--- src/rtl/bist_response_analyzer_if.sv ---
// ============================================================================
// Module   : bist_response_analyzer_if
// Purpose  : Strobe, response and verdict bundle between BIST controller/CUT
//            and the response analyzer.
// Revision : 1.0 - initial release
// ============================================================================
`default_nettype none

interface bist_response_analyzer_if #(
  parameter int WIDTH = 8,
  parameter int CNT_W = 10
);
  logic             init;
  logic             running;
  logic             toggle;
  logic             finish;
  logic [WIDTH-1:0] cut_out;
  logic [WIDTH-1:0] pattern;
  logic [WIDTH-1:0] signature;
  logic [CNT_W-1:0] capture_cnt;
  logic             done;
  logic             pass;
  logic             fail;

  modport master (
    output init, running, toggle, finish, cut_out,
    input  pattern, signature, capture_cnt, done, pass, fail
  );

  modport slave (
    input  init, running, toggle, finish, cut_out,
    output pattern, signature, capture_cnt, done, pass, fail
  );
endinterface

`default_nettype wire

--- src/rtl/bist_response_analyzer.sv ---
// ============================================================================
// Module   : bist_response_analyzer
// Purpose  : LFSR pattern generator plus MISR response compactor with a
//            sticky golden-signature pass/fail verdict.
// Revision : 1.0 - initial release
// ============================================================================
`default_nettype none

module bist_response_analyzer #(
  parameter int               WIDTH     = 8,
  parameter logic [WIDTH-1:0] LFSR_SEED = 8'h01,
  parameter logic [WIDTH-1:0] LFSR_TAPS = 8'hB8,
  parameter logic [WIDTH-1:0] MISR_POLY = 8'hB8,
  parameter logic [WIDTH-1:0] GOLDEN    = 8'h01,
  parameter int               CNT_W     = 10
) (
  input  wire logic                  clk,
  input  wire logic                  reset,
  bist_response_analyzer_if.slave    bus
);

  logic [WIDTH-1:0] r_lfsr;
  logic [WIDTH-1:0] r_misr;
  logic             r_phase;
  logic             r_armed;
  logic [CNT_W-1:0] r_cnt;
  logic             r_done;
  logic             r_pass;
  logic             r_fail;

  logic [WIDTH-1:0] w_lfsr_next;
  logic [WIDTH-1:0] w_misr_next;
  logic             w_capture;
  logic             w_verdict_pass;

  assign w_lfsr_next    = {r_lfsr[WIDTH-2:0], ^(r_lfsr & LFSR_TAPS)};
  assign w_misr_next    = {r_misr[WIDTH-2:0], ^(r_misr & MISR_POLY)} ^ bus.cut_out;
  assign w_capture      = bus.running & r_armed;
  assign w_verdict_pass = r_armed & (r_misr == GOLDEN);

  always_ff @(posedge clk) begin
    if (!reset) begin
      r_lfsr  <= LFSR_SEED;
      r_misr  <= '0;
      r_phase <= 1'b0;
      r_armed <= 1'b0;
      r_cnt   <= '0;
      r_done  <= 1'b0;
      r_pass  <= 1'b0;
      r_fail  <= 1'b0;
    end else if (bus.init) begin
      r_lfsr  <= LFSR_SEED;
      r_misr  <= '0;
      r_phase <= 1'b0;
      r_armed <= 1'b1;
      r_cnt   <= '0;
      r_done  <= 1'b0;
      r_pass  <= 1'b0;
      r_fail  <= 1'b0;
    end else if (bus.finish) begin
      // A verdict, once latched, is held until the next init or reset.
      if (!r_done) begin
        r_done  <= 1'b1;
        r_pass  <= w_verdict_pass;
        r_fail  <= ~w_verdict_pass;
        r_armed <= 1'b0;
      end
    end else begin
      if (w_capture) begin
        r_lfsr <= w_lfsr_next;
        r_misr <= w_misr_next;
        if (r_cnt != {CNT_W{1'b1}}) begin
          r_cnt <= r_cnt + {{(CNT_W-1){1'b0}}, 1'b1};
        end
      end
      if (bus.toggle && r_armed) begin
        r_phase <= ~r_phase;
      end
    end
  end

  assign bus.pattern     = r_lfsr ^ {WIDTH{r_phase}};
  assign bus.signature   = r_misr;
  assign bus.capture_cnt = r_cnt;
  assign bus.done        = r_done;
  assign bus.pass        = r_pass;
  assign bus.fail        = r_fail;

endmodule

`default_nettype wire

--- src/flat_wrapper.sv ---
// flat-port wrapper written by rule: the top's interface ports become plain ports
module bist_response_analyzer_flat 
#(
  parameter int               WIDTH     = 8,
  parameter logic [WIDTH-1:0] LFSR_SEED = 8'h01,
  parameter logic [WIDTH-1:0] LFSR_TAPS = 8'hB8,
  parameter logic [WIDTH-1:0] MISR_POLY = 8'hB8,
  parameter logic [WIDTH-1:0] GOLDEN    = 8'h01,
  parameter int               CNT_W     = 10
)
  (clk, reset, bus_init, bus_running, bus_toggle, bus_finish, bus_cut_out, bus_pattern, bus_signature, bus_capture_cnt, bus_done, bus_pass, bus_fail);
  bist_response_analyzer_if #(.WIDTH(WIDTH), .CNT_W(CNT_W)) bus_i ();
  input  wire logic clk;
  input  wire logic reset;
  input wire logic [$bits(bus_i.init)-1:0] bus_init;
  input wire logic [$bits(bus_i.running)-1:0] bus_running;
  input wire logic [$bits(bus_i.toggle)-1:0] bus_toggle;
  input wire logic [$bits(bus_i.finish)-1:0] bus_finish;
  input wire logic [$bits(bus_i.cut_out)-1:0] bus_cut_out;
  output wire logic [$bits(bus_i.pattern)-1:0] bus_pattern;
  output wire logic [$bits(bus_i.signature)-1:0] bus_signature;
  output wire logic [$bits(bus_i.capture_cnt)-1:0] bus_capture_cnt;
  output wire logic [$bits(bus_i.done)-1:0] bus_done;
  output wire logic [$bits(bus_i.pass)-1:0] bus_pass;
  output wire logic [$bits(bus_i.fail)-1:0] bus_fail;
  assign bus_i.init = bus_init;
  assign bus_i.running = bus_running;
  assign bus_i.toggle = bus_toggle;
  assign bus_i.finish = bus_finish;
  assign bus_i.cut_out = bus_cut_out;
  assign bus_pattern = bus_i.pattern;
  assign bus_signature = bus_i.signature;
  assign bus_capture_cnt = bus_i.capture_cnt;
  assign bus_done = bus_i.done;
  assign bus_pass = bus_i.pass;
  assign bus_fail = bus_i.fail;
  bist_response_analyzer #(.WIDTH(WIDTH), .LFSR_SEED(LFSR_SEED), .LFSR_TAPS(LFSR_TAPS), .MISR_POLY(MISR_POLY), .GOLDEN(GOLDEN), .CNT_W(CNT_W)) u_core (.clk(clk), .reset(reset), .bus(bus_i));
endmodule
--- config.mk ---
export PLATFORM = sky130hd
export DESIGN_NAME = bist_response_analyzer_flat
export DESIGN_NICKNAME = d
export VERILOG_FILES = /design/src/rtl/bist_response_analyzer_if.sv /design/src/rtl/bist_response_analyzer.sv /design/src/flat_wrapper.sv
export SDC_FILE = /design/constraint.sdc
export NUM_CORES = 1
export LEC_CHECK = 0
export BUFFER_PORTS_ARGS = -buffer_cell sky130_fd_sc_hd__buf_4
export CORE_MARGIN = 2
export CORE_UTILIZATION = 54
export DETAILED_ROUTE_END_ITERATION = 10
export PLACE_DENSITY_LB_ADDON = 0.15
export SYNTH_ARGS = -nofsm -noshare
export SYNTH_HDL_FRONTEND = slang
export SYNTH_SLANG_ARGS = --single-unit
--- constraint.sdc ---
create_clock -name clk -period 3.6 [get_ports clk]
set_clock_uncertainty 0.1 [all_clocks]
set_input_delay 0.36 -clock clk [delete_from_list [all_inputs] [get_ports clk]]
set_output_delay 0.36 -clock clk [all_outputs]
set_load 0.005 [all_outputs]
# Word-level counts from Yosys, hierarchy flattened
# Cells that the tools add are included.
# W data, S select, Z words.
# word_totals
out_inout_bits	29
elab_cells	34
register_bits	31
# classes
eq_ne	3
addsub	1
reduce_logical	10
muxes	3
bitwise_logic	9
# op_table
operator	count
$reduce_xor A8 Y1	2
$xor A8 B8 Y8	2
$add A10 B1 Y10 const B	1
$ne A10 B10 Y1 const B	1
$eq A8 B1 Y1 const B	1
$reduce_and A2 Y1	4
$not A1 Y1	5
$mux W1	3
$reduce_and A3 Y1	1
$and A1 B1 Y1	2
$ne A2 B2 Y1 const B	1
$reduce_bool A2 Y1	1
$reduce_or A2 Y1	1
$logic_and A1 B1 Y1	1

# Logic depth before layout (Yosys ltp)
# Gate-level depths: netlist of the first run.
# depth
ltp_word	3
ltp_mapped	6

# Least setup slack after synthesis of the first run
# OpenSTA, ideal clock, no wires.
# synth_path
path_kind	reg-to-reg
start	register u_core.r_cnt[7], in the netlist u_core.bus.capture_cnt[7]
end	register u_core.r_cnt[9], in the netlist u_core.bus.capture_cnt[9]
path_stages_with_launch	6
setup_slack_ns	1.965
setup_time_ns	0.070
synth_period_minus_slack_ns	1.635
t_arrival_ns	1.464
cell_sequence	dfxtp_1 and4_1 buf_6 a211o_1 or4_1 a21oi_1
# synth_via
elab_chain_len	2
word_cells_on_any_way	3
# synth_lines
item	line	text
from (decl)	bist_response_analyzer.sv:26	logic [CNT_W-1:0] r_cnt;
from (signal assigned)	bist_response_analyzer.sv:73	r_cnt <= r_cnt + {{(CNT_W-1){1'b0}}, 1'b1};
branches (longest 2 deep; another with $add A10 B1 Y10)	-	
# Several ways; the timed one is not identified.
# A chain may end at the register's enable or synchronous reset.

# Worst setup path in the final report of the first run
# layout_path
start	register u_core.r_armed
end	register u_core.r_cnt[9], in the netlist u_core.bus.capture_cnt[9]
# layout_via
elab_chain_len	2
# layout_lines
item	line	text
from (decl)	bist_response_analyzer.sv:25	logic r_armed;
from (signal assigned)	bist_response_analyzer.sv:46	r_armed <= 1'b0;
from (signal assigned)	bist_response_analyzer.sv:55	r_armed <= 1'b1;
from (signal assigned)	bist_response_analyzer.sv:66	r_armed <= 1'b0;
$and A1 B1 Y1	bist_response_analyzer.sv:38	assign w_capture = bus.running & r_armed;
$reduce_and A3 Y1 (no line)	-	
# No other way between the ends.

==> qor.csv, run 1 <==
stage,metric,value,unit
placed_design,Post-DP HPWL,2250,um
synthesis,post-synth cell types,38,
synthesis,#FFs+latches synth,31,
hold_path,worst hold stages,2,
sta,final slew viol count,0,
global_routing,vias in the first global route,1253,
setup_path,CP Max Fanout,17,
synthesis,Post-Synth Adder-Cell Area,1.71,%
finish,most frequent cells in the layout,"buf_4 (42), dfxtp_1 (31), nand2_1 (21), nor2_1 (16), a21oi_1 (15)",
clock_tree,Sink Count,31,
synthesis,sequential fraction of the synthesis area,42.5,%
finish,"commonest non-fill, non-tap cell in the layout",buf_4,
synthesis,cell accounting for the most synthesized area,dfxtp_1,
setup_path,Crit-path slowest cell,nand3b_1,
setup_path,r2r endpoint,u_core.bus.capture_cnt[9],
sta,Slew Limit Headroom,31.4,%
setup_path,critical path data required time,3750,ps
clock_tree,clock buffer depth,2,
job,max_cap viols,0,
sta,Setup-failing EPs final,0,
clock_tree,# hold bufs at CTS,0,
floorplan,Core Region,2520,sq um
synthesis,Synth Cell Area,1460,sq um
sta,time the worst path needs with I/O delays and setup,2030,ps
global_routing,global-route wire length before repair,5170,um
sta,RSZ-0062 raised after global routing,no,
synthesis,xor/xnor share of the synthesized area,13.8,%
sta,hold violation count in the final report,0,
setup_path,critical path startpoint,u_core.r_armed,
synthesis,Post-Syn Area per Cell,8.64,sq um
setup_path,CP arrival,2190,ps
pwr,Leakage,0.000761,uW
placed_design,Placer Congestion,0.753,
global_routing,largest net degree at the start of global routing,28,
setup_path,flop2flop setup slack,1570,ps
setup_path,depth of the most critical reg-to-reg path,4,
clock_tree,Resized cells post-CTS,0,
sta,fmax,492,MHz
finish,antenna cell count,0,
finish,Area growth syn-to-layout,25.7,%
sta,sum of negative setup slack,0,ps
pwr,PwrDens,349,nW/um^2
finish,post-route cell area,1840,sq um
global_routing,initial antenna violation count,0,
setup_path,Crit. End Element,register,
route,drt total wl,3320,um
synthesis,"EDFF count, synth",0,
setup_path,CP max stage delay,440,ps
placed_design,DP Area,1770,sq um
setup_path,largest delay contributor family on the critical path,simple AND/OR/NAND/NOR gates,
sta,worst slew pin tran,1030,ps
finish,Layout Utilization,72.8,%
synthesis,Synth area leaders,"dfxtp_1 (43%), xnor2_1 (7.2%), xor2_1 (6.6%), nand2_1 (5.4%), a21oi_1 (5.1%)",
pwr,Overall Power,640,uW
synthesis,Synth top area share,42.5,%
route,Via-to-Cell Ratio,5.68,
synthesis,multiplexer share of the synthesized area,0.771,%
run_status,outcome,"complete, no violations",
route,Iter 0 DRT Violations,50,
clock_tree,CTS Buf Count,5,
floorplan,Die X,56,um
finish,Final nets,224,
synthesis,synth warn,0,
hold_path,worst hold path class,in -> reg,
synthesis,Synth Area in Simple Gates,22.3,%
setup_path,Startpoint Class,register,
hold_path,hold path start,reset,
setup_path,crit-path cells,"nand3b_1, a211o_1, or4_1, a21oi_1",
hold_path,WHS Endpoint,u_core.r_armed,
synthesis,largest family of logic cells by synthesized area,simple AND/OR/NAND/NOR gates,
floorplan,die area,3140,sq um
route,per-cell routed wire length,13.9,um
synthesis,Compound-Gate Fraction of Synth Area,15.0,%
setup_path,Critical Path Stages,4,
synthesis,syn_nets,185,
floorplan,effective utilization at floorplan,57.9,%
synthesis,Syn Inst Count,169,
setup_path,reg2reg start,u_core.r_armed,
floorplan,Die Height,56,um
setup_path,WP buf/inv,0,
pwr,Worst VDD drop,0.274,mV
placed_design,placed cells,231,
synthesis,Async SR Flop Fraction,0,%
route,drt drc,0,
finish,"non-filler cells, final",239,
floorplan,io pins,43,
placed_design,I/O Buffers,42,
clock_tree,clk root buf,clkbuf_4,
sta,final cycle utilization of the critical path,56.5,%
setup_path,kind of critical path,reg -> reg,
global_routing,GRT Util Overall,20.9,%
route,via count,1357,
route,Routed Antenna Nets,0,
finish,layout cell share with drive strength beyond 1,25.4,%
clock_tree,"Setup Fix Bufs, Post-CTS",0,
clock_tree,"Clk pin slew, worst setup/hold paths",100,ps
clock_tree,CTS tree,built,
floorplan,Rows,18,
route,First-pass DRT Iterations,5,
clock_tree,clock latency on the worst-skew pair,340,ps
synthesis,Main synth FF type,dfxtp_1,
global_routing,grt ovf,0,
clock_tree,H-tree Lvls,2,
area by class of cell:
type | instances | area (sq um)
well taps | 30 | 37.5
fillers | 207 | 687
repair buffers | 42 | 315
inverters | 3 | 11.3
flip-flops and latches | 31 | 621
multi-input cells | 125 | 782
clock buffers | 8 | 68.8
Yosys cell counts (2+ instances only):
library cell   n
nand2b_1       2
or4_1          2
a21oi_1       15
clkbuf_1       7
xor2_1        11
nand4_1        2
nor3_1         4
a31oi_1        2
nand2_1       21
o21ai_0        3
inv_1          3
nor2_1        16
dfxtp_1       31
nand3b_1       2
a311oi_1       2
nor2b_1        3
o31ai_1        2
a211oi_1       8
and4_1         2
xnor2_1       12
ha_1           2
worst max path at each step:
stage / endpoint / slack [ps]
2_1_floorplan: u_core.bus.capture_cnt[9] / 1970
3_3_place_gp: u_core.bus.capture_cnt[9] / 1510
3_5_place_dp: u_core.bus.capture_cnt[9] / 1450
4_1_cts: u_core.bus.capture_cnt[9] / 1570
5_1_grt: u_core.bus.capture_cnt[9] / 1450
6_report: u_core.bus.capture_cnt[9] / 1570
metal layers:
layer  GRT usage, %  part of all wire [%]  routed length (um)  vias up
li1               -                     -                   -      663
met1           23.1                    41                1350      624
met2           35.8                    50                1660       61
met3           4.65                   7.2                 240        9
met4           13.6                   1.9                  63        0
met5              0                     0                   0        -
through the flow:
stage / hold slack (ps) / setup slack, ps
2_1_floorplan: 357 / 1970
3_3_place_gp: 369 / 1510
3_5_place_dp: 377 / 1450
4_1_cts: 143 / 1570
5_1_grt: 154 / 1450
6_report: 142 / 1570
where the power goes:
group          leakage (uW)  internal [uW]  switching [uW]
clock             0.0000386            115             123
combinational      0.000472           26.3            23.8
sequential         0.000251            347            5.01
state kept, by name, summed over array words and instances, names as in the netlist:
signal and count:
u_core.bus.pass 1, u_core.bus.done 1, u_core.bus.capture_cnt 10, u_core.r_armed 1, u_core.r_phase 1, u_core.bus.signature 8
u_core.r_lfsr 8, u_core.bus.fail 1
kinds of logic after synthesis:
group,Yosys count
AOI/OAI and AO/OA,35
xor gates and xnor gates,23
adders and majority gates,2
buffers and inverters,13
DFF,31
muxes,1
and+or+nand+nor,64
No activity file was read; power rests on OpenSTA's default activity.
==> run 2, diff against run 1 <==
- CORE_UTILIZATION: 54 -> 45
- clock period: 3.6 -> 1.83 ns (I/O delays scaled with it)
==> qor.csv, run 2 (synthesized netlist as in run 1, its figures left out) <==
stage,metric,value,unit,change
clock_tree,clk root buf,clkbuf_4,,
setup_path,critical path data required time,1980,ps,-1770 ps
route,drt total wl,3240,um,-2.4%
sta,hold violation count in the final report,0,,unchanged
finish,most frequent cells in the layout,"buf_4 (46), dfxtp_1 (31), nand2_1 (21), nor2_1 (16), a21oi_1 (15)",,
route,via count,1305,,-3.8%
setup_path,CP Max Fanout,7,,-10
floorplan,die area,3720,sq um,+18%
finish,FF/Latch Area,621,sq um,unchanged
pwr,Worst VDD drop,0.408,mV,+49%
route,WL met2,1620,um,-2.4%
floorplan,effective utilization at floorplan,47.4,%,-10 points
floorplan,Die X,61.0,um,+8.9%
sta,final slew viol count,0,,unchanged
global_routing,global-route wire length before repair,5480,um,+6.0%
route,Via-to-Cell Ratio,5.06,,-11%
sta,time the worst path needs with I/O delays and setup,1700,ps,-338 ps
sta,fmax,589,MHz,+20%
global_routing,initial antenna violation count,0,,unchanged
pwr,Leakage,0.000775,uW,+1.9%
clock_tree,H-tree Lvls,2,,unchanged
clock_tree,# hold bufs at CTS,1,,+1
finish,Area growth syn-to-layout,28.4,%,
finish,FILL cells,285,,+38%
floorplan,Rows,20,,+2
floorplan,Core Region,3080,sq um,+22%
global_routing,GRT Util Overall,19.7,%,-1.2 points
setup_path,CP arrival,1850,ps,-340 ps
route,uppermost layer routed,met4,,
clock_tree,clock latency on the worst-skew pair,320,ps,-20 ps
run_status,outcome,"complete, no violations",,
sta,RSZ-0062 raised after global routing,no,,
floorplan,io pins,43,,unchanged
route,Iter 0 DRT Violations,91,,+82%
floorplan,Die Height,61.0,um,+8.9%
route,First-pass DRT Iterations,4,,-1
placed_design,Placer Congestion,0.859,,+14%
job,max_cap viols,0,,unchanged
placed_design,placed cells,249,,+7.8%
route,Met1 Routed Length,1460,um,+7.8%
route,per-cell routed wire length,12.6,um,-9.5%
finish,Layout Utilization,60.9,%,-12 points
finish,"commonest non-fill, non-tap cell in the layout",buf_4,,
pwr,Overall Power,1170,uW,+83%
clock_tree,"Clk pin slew, worst setup/hold paths",100,ps,about the same
sta,worst slew pin tran,494,ps,-535 ps
hold_path,worst hold stages,3,,+1
route,Routed Antenna Nets,0,,unchanged
global_routing,grt ovf,0,,unchanged
sta,Setup-failing EPs final,0,,unchanged
finish,layout cell share with drive strength beyond 1,26.2,%,+0.81 points
finish,Final nets,229,,+2.2%
placed_design,I/O Buffers,42,,unchanged
sta,sum of negative setup slack,0,ps,unchanged
sta,Slew Limit Headroom,67.0,%,+36 points
global_routing,vias in the first global route,1284,,+2.5%
route,drt drc,0,,unchanged
finish,"non-filler cells, final",258,,+7.9%
finish,area of the multi-input gates,782,sq um,unchanged
global_routing,largest net degree at the start of global routing,20,,-29%
sta,final cycle utilization of the critical path,92.7,%,+36 points
clock_tree,"Setup Fix Bufs, Post-CTS",0,,unchanged
finish,max reg flops,10,,unchanged
pwr,PwrDens,623,nW/um^2,+79%
clock_tree,Sink Count,31,,unchanged
route,met3 wire len,125,um,-48%
finish,antenna cell count,0,,unchanged
placed_design,Post-DP HPWL,2360,um,+4.6%
clock_tree,Resized cells post-CTS,0,,unchanged
hold_path,worst hold path class,in -> reg,,
setup_path,Startpoint Class,register,,
clock_tree,CTS Buf Count,5,,unchanged
setup_path,depth of the most critical reg-to-reg path,4,,unchanged
clock_tree,clock buffer depth,2,,unchanged
clock_tree,CTS tree,built,,
setup_path,kind of critical path,reg -> reg,,
setup_path,Crit. End Element,register,,
-- run 2: metrics by stage --
| stage | hold slack [ps] | setup WS (ps) | area (sq um) |
|---|---|---|---|
| after floorplan | 199 | 195 | 1460 |
| after global placement | 321 | 205 | 1810 |
| after detailed placement | 328 | 166 | 1810 |
| after CTS | 2.88 | 134 | 1870 |
| after global routing | 28.2 | 6.55 | 1870 |
| final | 8.42 | 133 | 1870 |
-- run 2: path summary, 6_finish.rpt --
check,slack [ps],endpoint,start
worst min register to register,390,u_core.r_lfsr[1],u_core.r_lfsr[0]
worst max-delay path,130,u_core.bus.capture_cnt[9],u_core.bus.capture_cnt[7]
worst max register to register,130,u_core.bus.capture_cnt[9],u_core.bus.capture_cnt[7]
worst min-delay path,8,u_core.r_armed,bus_init
-- run 2: layout make-up --
type                    instances  share of cell area [%]
clock inverters                 1                   0.267
flip-flops and latches         31                    33.1
clock buffers                   7                    2.40
multi-input cells             125                    41.7
well taps                      44                    2.94
repair buffers                 47                    19.0
inverters                       3                   0.601
-- run 2: worst max-delay path: stages (launching register included) --
cell     delay (ps)
dfxtp_1         360
and4_1          270
a211o_1         350
or4_1           400
a21oi_1         140
-- run 2: where the power goes --
| part | total [uW] | switching [uW] | internal (uW) |
|---|---|---|---|
| sequential | 692 | 9.84 | 682 |
| clock | 373 | 223 | 150 |
| combinational | 104 | 47.8 | 56.0 |
| total | 1170 | 281 | 888 |
-- run 2: layer usage --
| metal | up-vias | global-route usage [%] |
|---|---|---|
| met5 | - | 0 |
| met2 | 29 | 35.0 |
| met3 | 4 | 5.12 |
| li1 | 676 | - |
| met1 | 596 | 22.6 |
| met4 | 0 | 7.45 |
==> run 3, diff against run 2 <==
- PLACE_DENSITY_LB_ADDON: 0.15 -> 0.05
==> qor.csv, run 3 (synthesized netlist as in run 1, its figures left out) <==
stage,metric,value,unit,change
run_status,outcome,"complete, no violations",,
setup_path,critical path data required time,1980,ps,about the same
pwr,Clock power frac,36.6,%,+4.7 points
route,per-cell routed wire length,13.1,um,+4.3%
floorplan,Die Height,61.0,um,unchanged
pwr,sequential power share,55.1,%,-4.1 points
sta,time the worst path needs with I/O delays and setup,1730,ps,+31.5 ps
sta,final cycle utilization of the critical path,94.4,%,+1.7 points
setup_path,kind of critical path,reg -> reg,,
setup_path,Startpoint Class,register,,
clock_tree,CTS tree,built,,
setup_path,depth of the most critical reg-to-reg path,4,,unchanged
route,Via-to-Cell Ratio,5.12,,+1.1%
sta,sum of negative setup slack,0,ps,unchanged
route,via count,1325,,+1.5%
finish,layout cell share with drive strength beyond 1,27.4,%,+1.3 points
sta,worst slew pin tran,491,ps,-3.24 ps
finish,Area growth syn-to-layout,30.2,%,
pwr,Leakage,0.000790,uW,+1.9%
setup_path,CP arrival,1880,ps,+30 ps
floorplan,io pins,43,,unchanged
setup_path,reg2reg start,u_core.bus.capture_cnt[7],,
route,drt drc,0,,unchanged
sta,Setup-failing EPs final,0,,unchanged
clock_tree,Sink Count,31,,unchanged
global_routing,vias in the first global route,1202,,-6.4%
clock_tree,clk root buf,clkbuf_4,,
sta,final slew viol count,0,,unchanged
hold_path,WHS Endpoint,u_core.bus.done,,
setup_path,CP Max Fanout,7,,unchanged
clock_tree,"Clk pin slew, worst setup/hold paths",110,ps,about the same
sta,Final Worst Setup Slack,102,ps,-31.5 ps
pwr,NetSw,293,uW,+4.4%
floorplan,effective utilization at floorplan,47.4,%,unchanged
placed_design,pre-CTS WS,105,ps,-61.1 ps
clock_tree,CTS Buf Count,5,,unchanged
pwr,Switching Fraction,23.3,%,-0.72 points
hold_path,worst hold stages,3,,unchanged
hold_path,worst hold path class,in -> reg,,
global_routing,grt ovf,0,,unchanged
placed_design,I/O Buffers,42,,unchanged
sta,RSZ-0062 raised after global routing,no,,
finish,"commonest non-fill, non-tap cell in the layout",buf_4,,
route,First-pass DRT Iterations,4,,unchanged
sta,Slew Limit Headroom,67.2,%,+0.22 points
finish,max reg flops,10,,unchanged
floorplan,Core Region,3080,sq um,unchanged
hold_path,hold path start,bus_finish,,
sta,fmax,579,MHz,-1.8%
floorplan,Die X,61.0,um,unchanged
route,drt total wl,3390,um,+4.7%
global_routing,largest net degree at the start of global routing,20,,unchanged
setup_path,r2r endpoint,u_core.bus.capture_cnt[9],,
global_routing,initial antenna violation count,0,,unchanged
placed_design,Post-DP HPWL,2430,um,+3.2%
setup_path,flop2flop setup slack,100,ps,-30 ps
sta,hold violation count in the final report,0,,unchanged
finish,Final nets,230,,+0.44%
finish,most frequent cells in the layout,"buf_4 (47), dfxtp_1 (31), nand2_1 (21), nor2_1 (16), a21oi_1 (15)",,
pwr,PwrDens,661,nW/um^2,+6.1%
job,max_cap viols,0,,unchanged
setup_path,Crit. End Element,register,,
finish,antenna cell count,0,,unchanged
floorplan,die area,3720,sq um,unchanged
pwr,Worst VDD drop,0.386,mV,-5.2%
clock_tree,H-tree Lvls,2,,unchanged
pwr,combinational share of power,8.3,%,-0.6 points
floorplan,Rows,20,,unchanged
clock_tree,clock buffer depth,2,,unchanged
route,Routed Antenna Nets,0,,unchanged
route,Iter 0 DRT Violations,131,,+44%
finish,FILL cells,298,,+4.6%
clock_tree,clock latency on the worst-skew pair,320,ps,about the same
pwr,Internal,965,uW,+8.6%
global_routing,GRT Util Overall,20.3,%,+0.57 points
placed_design,Placer Congestion,0.896,,+4.2%
pwr,Overall Power,1260,uW,+7.6%
global_routing,global-route wire length before repair,5510,um,+0.64%
==> run 3: cell types whose count changed in the layout (fill, tap and decap cells not counted) <==
cell,before,now
and4_2,0,1
and4_1,2,1
clkbuf_8,0,2
clkbuf_1,2,1
clkinv_2,1,0
buf_4,46,47
==> run 3: area by class of cell <==
class	count	area, sq um	share of cell area (%)
multi-input combinational	125	783	41.2
sequential	31	621	32.6
timing repair buffer	48	363	19.1
clock buffer	8	68.8	3.62
tap	44	55.1	2.89
inverter	3	11.3	0.592
==> run 3: timing repair <==
action	in CTS	in global routing
endpoints found under the hold margin	1	0
resized for setup	0	1
setup buffers	0	0
setup endpoints to repair	0	1
hold buffers	1	0
==> run 3: worst max path at each step <==
| stage | startpoint | to | slack, ps | cells after the start |
|---|---|---|---|---|
| final | u_core.bus.capture_cnt[7] | u_core.bus.capture_cnt[9] | 100 | 4 |
| after global routing | u_core.bus.capture_cnt[5] | u_core.bus.capture_cnt[9] | 10 | 4 |
| after CTS | u_core.bus.capture_cnt[3] | u_core.bus.capture_cnt[9] | 80 | 4 |
| after detailed placement | u_core.bus.capture_cnt[3] | u_core.bus.capture_cnt[9] | 110 | 4 |
| after global placement | u_core.bus.capture_cnt[7] | u_core.bus.capture_cnt[9] | 200 | 4 |
| after floorplan | u_core.bus.capture_cnt[7] | u_core.bus.capture_cnt[9] | 200 | 5 |
==> run 3: power groups by stage <==
| stage | registers, uW | clock network, uW | logic, uW |
|---|---|---|---|
| 2_1_floorplan | 705 | 0 | 52.0 |
| 3_3_place_gp | 707 | 0 | 101 |
| 3_5_place_dp | 708 | 0 | 103 |
| 4_1_cts | 692 | 468 | 105 |
| 5_1_grt | 694 | 506 | 115 |
| 6_report | 692 | 461 | 104 |
==> run 3: stage by stage <==
| stage | util (%) | instances | hold slack [ps] | area (sq um) |
|---|---|---|---|---|
| finish | 61.8 | 259 | 8.81 | 1900 |
| global route | 61.8 | 259 | 0.976 | 1900 |
| CTS | 61.7 | 259 | 0.881 | 1900 |
| detailed placement | 59.2 | 250 | 317 | 1820 |
| global placement | 59.2 | 250 | 317 | 1820 |
| floorplan | - | 169 | 199 | 1460 |
==> run 3: worst max-delay path, cell delays in order, from the launching register on <==
cell and delay [ps]:
dfxtp_1 360, and4_1 280, a211o_1 350, or4_1 410, a21oi_1 170
==> run 3: per-layer routing <==
layer,GRT usage [%],up-vias,wire length (um)
li1,-,673,-
met1,24.5,615,1500
met2,34.3,35,1710
met3,5.97,2,161
met4,7.14,0,14
met5,0,-,0
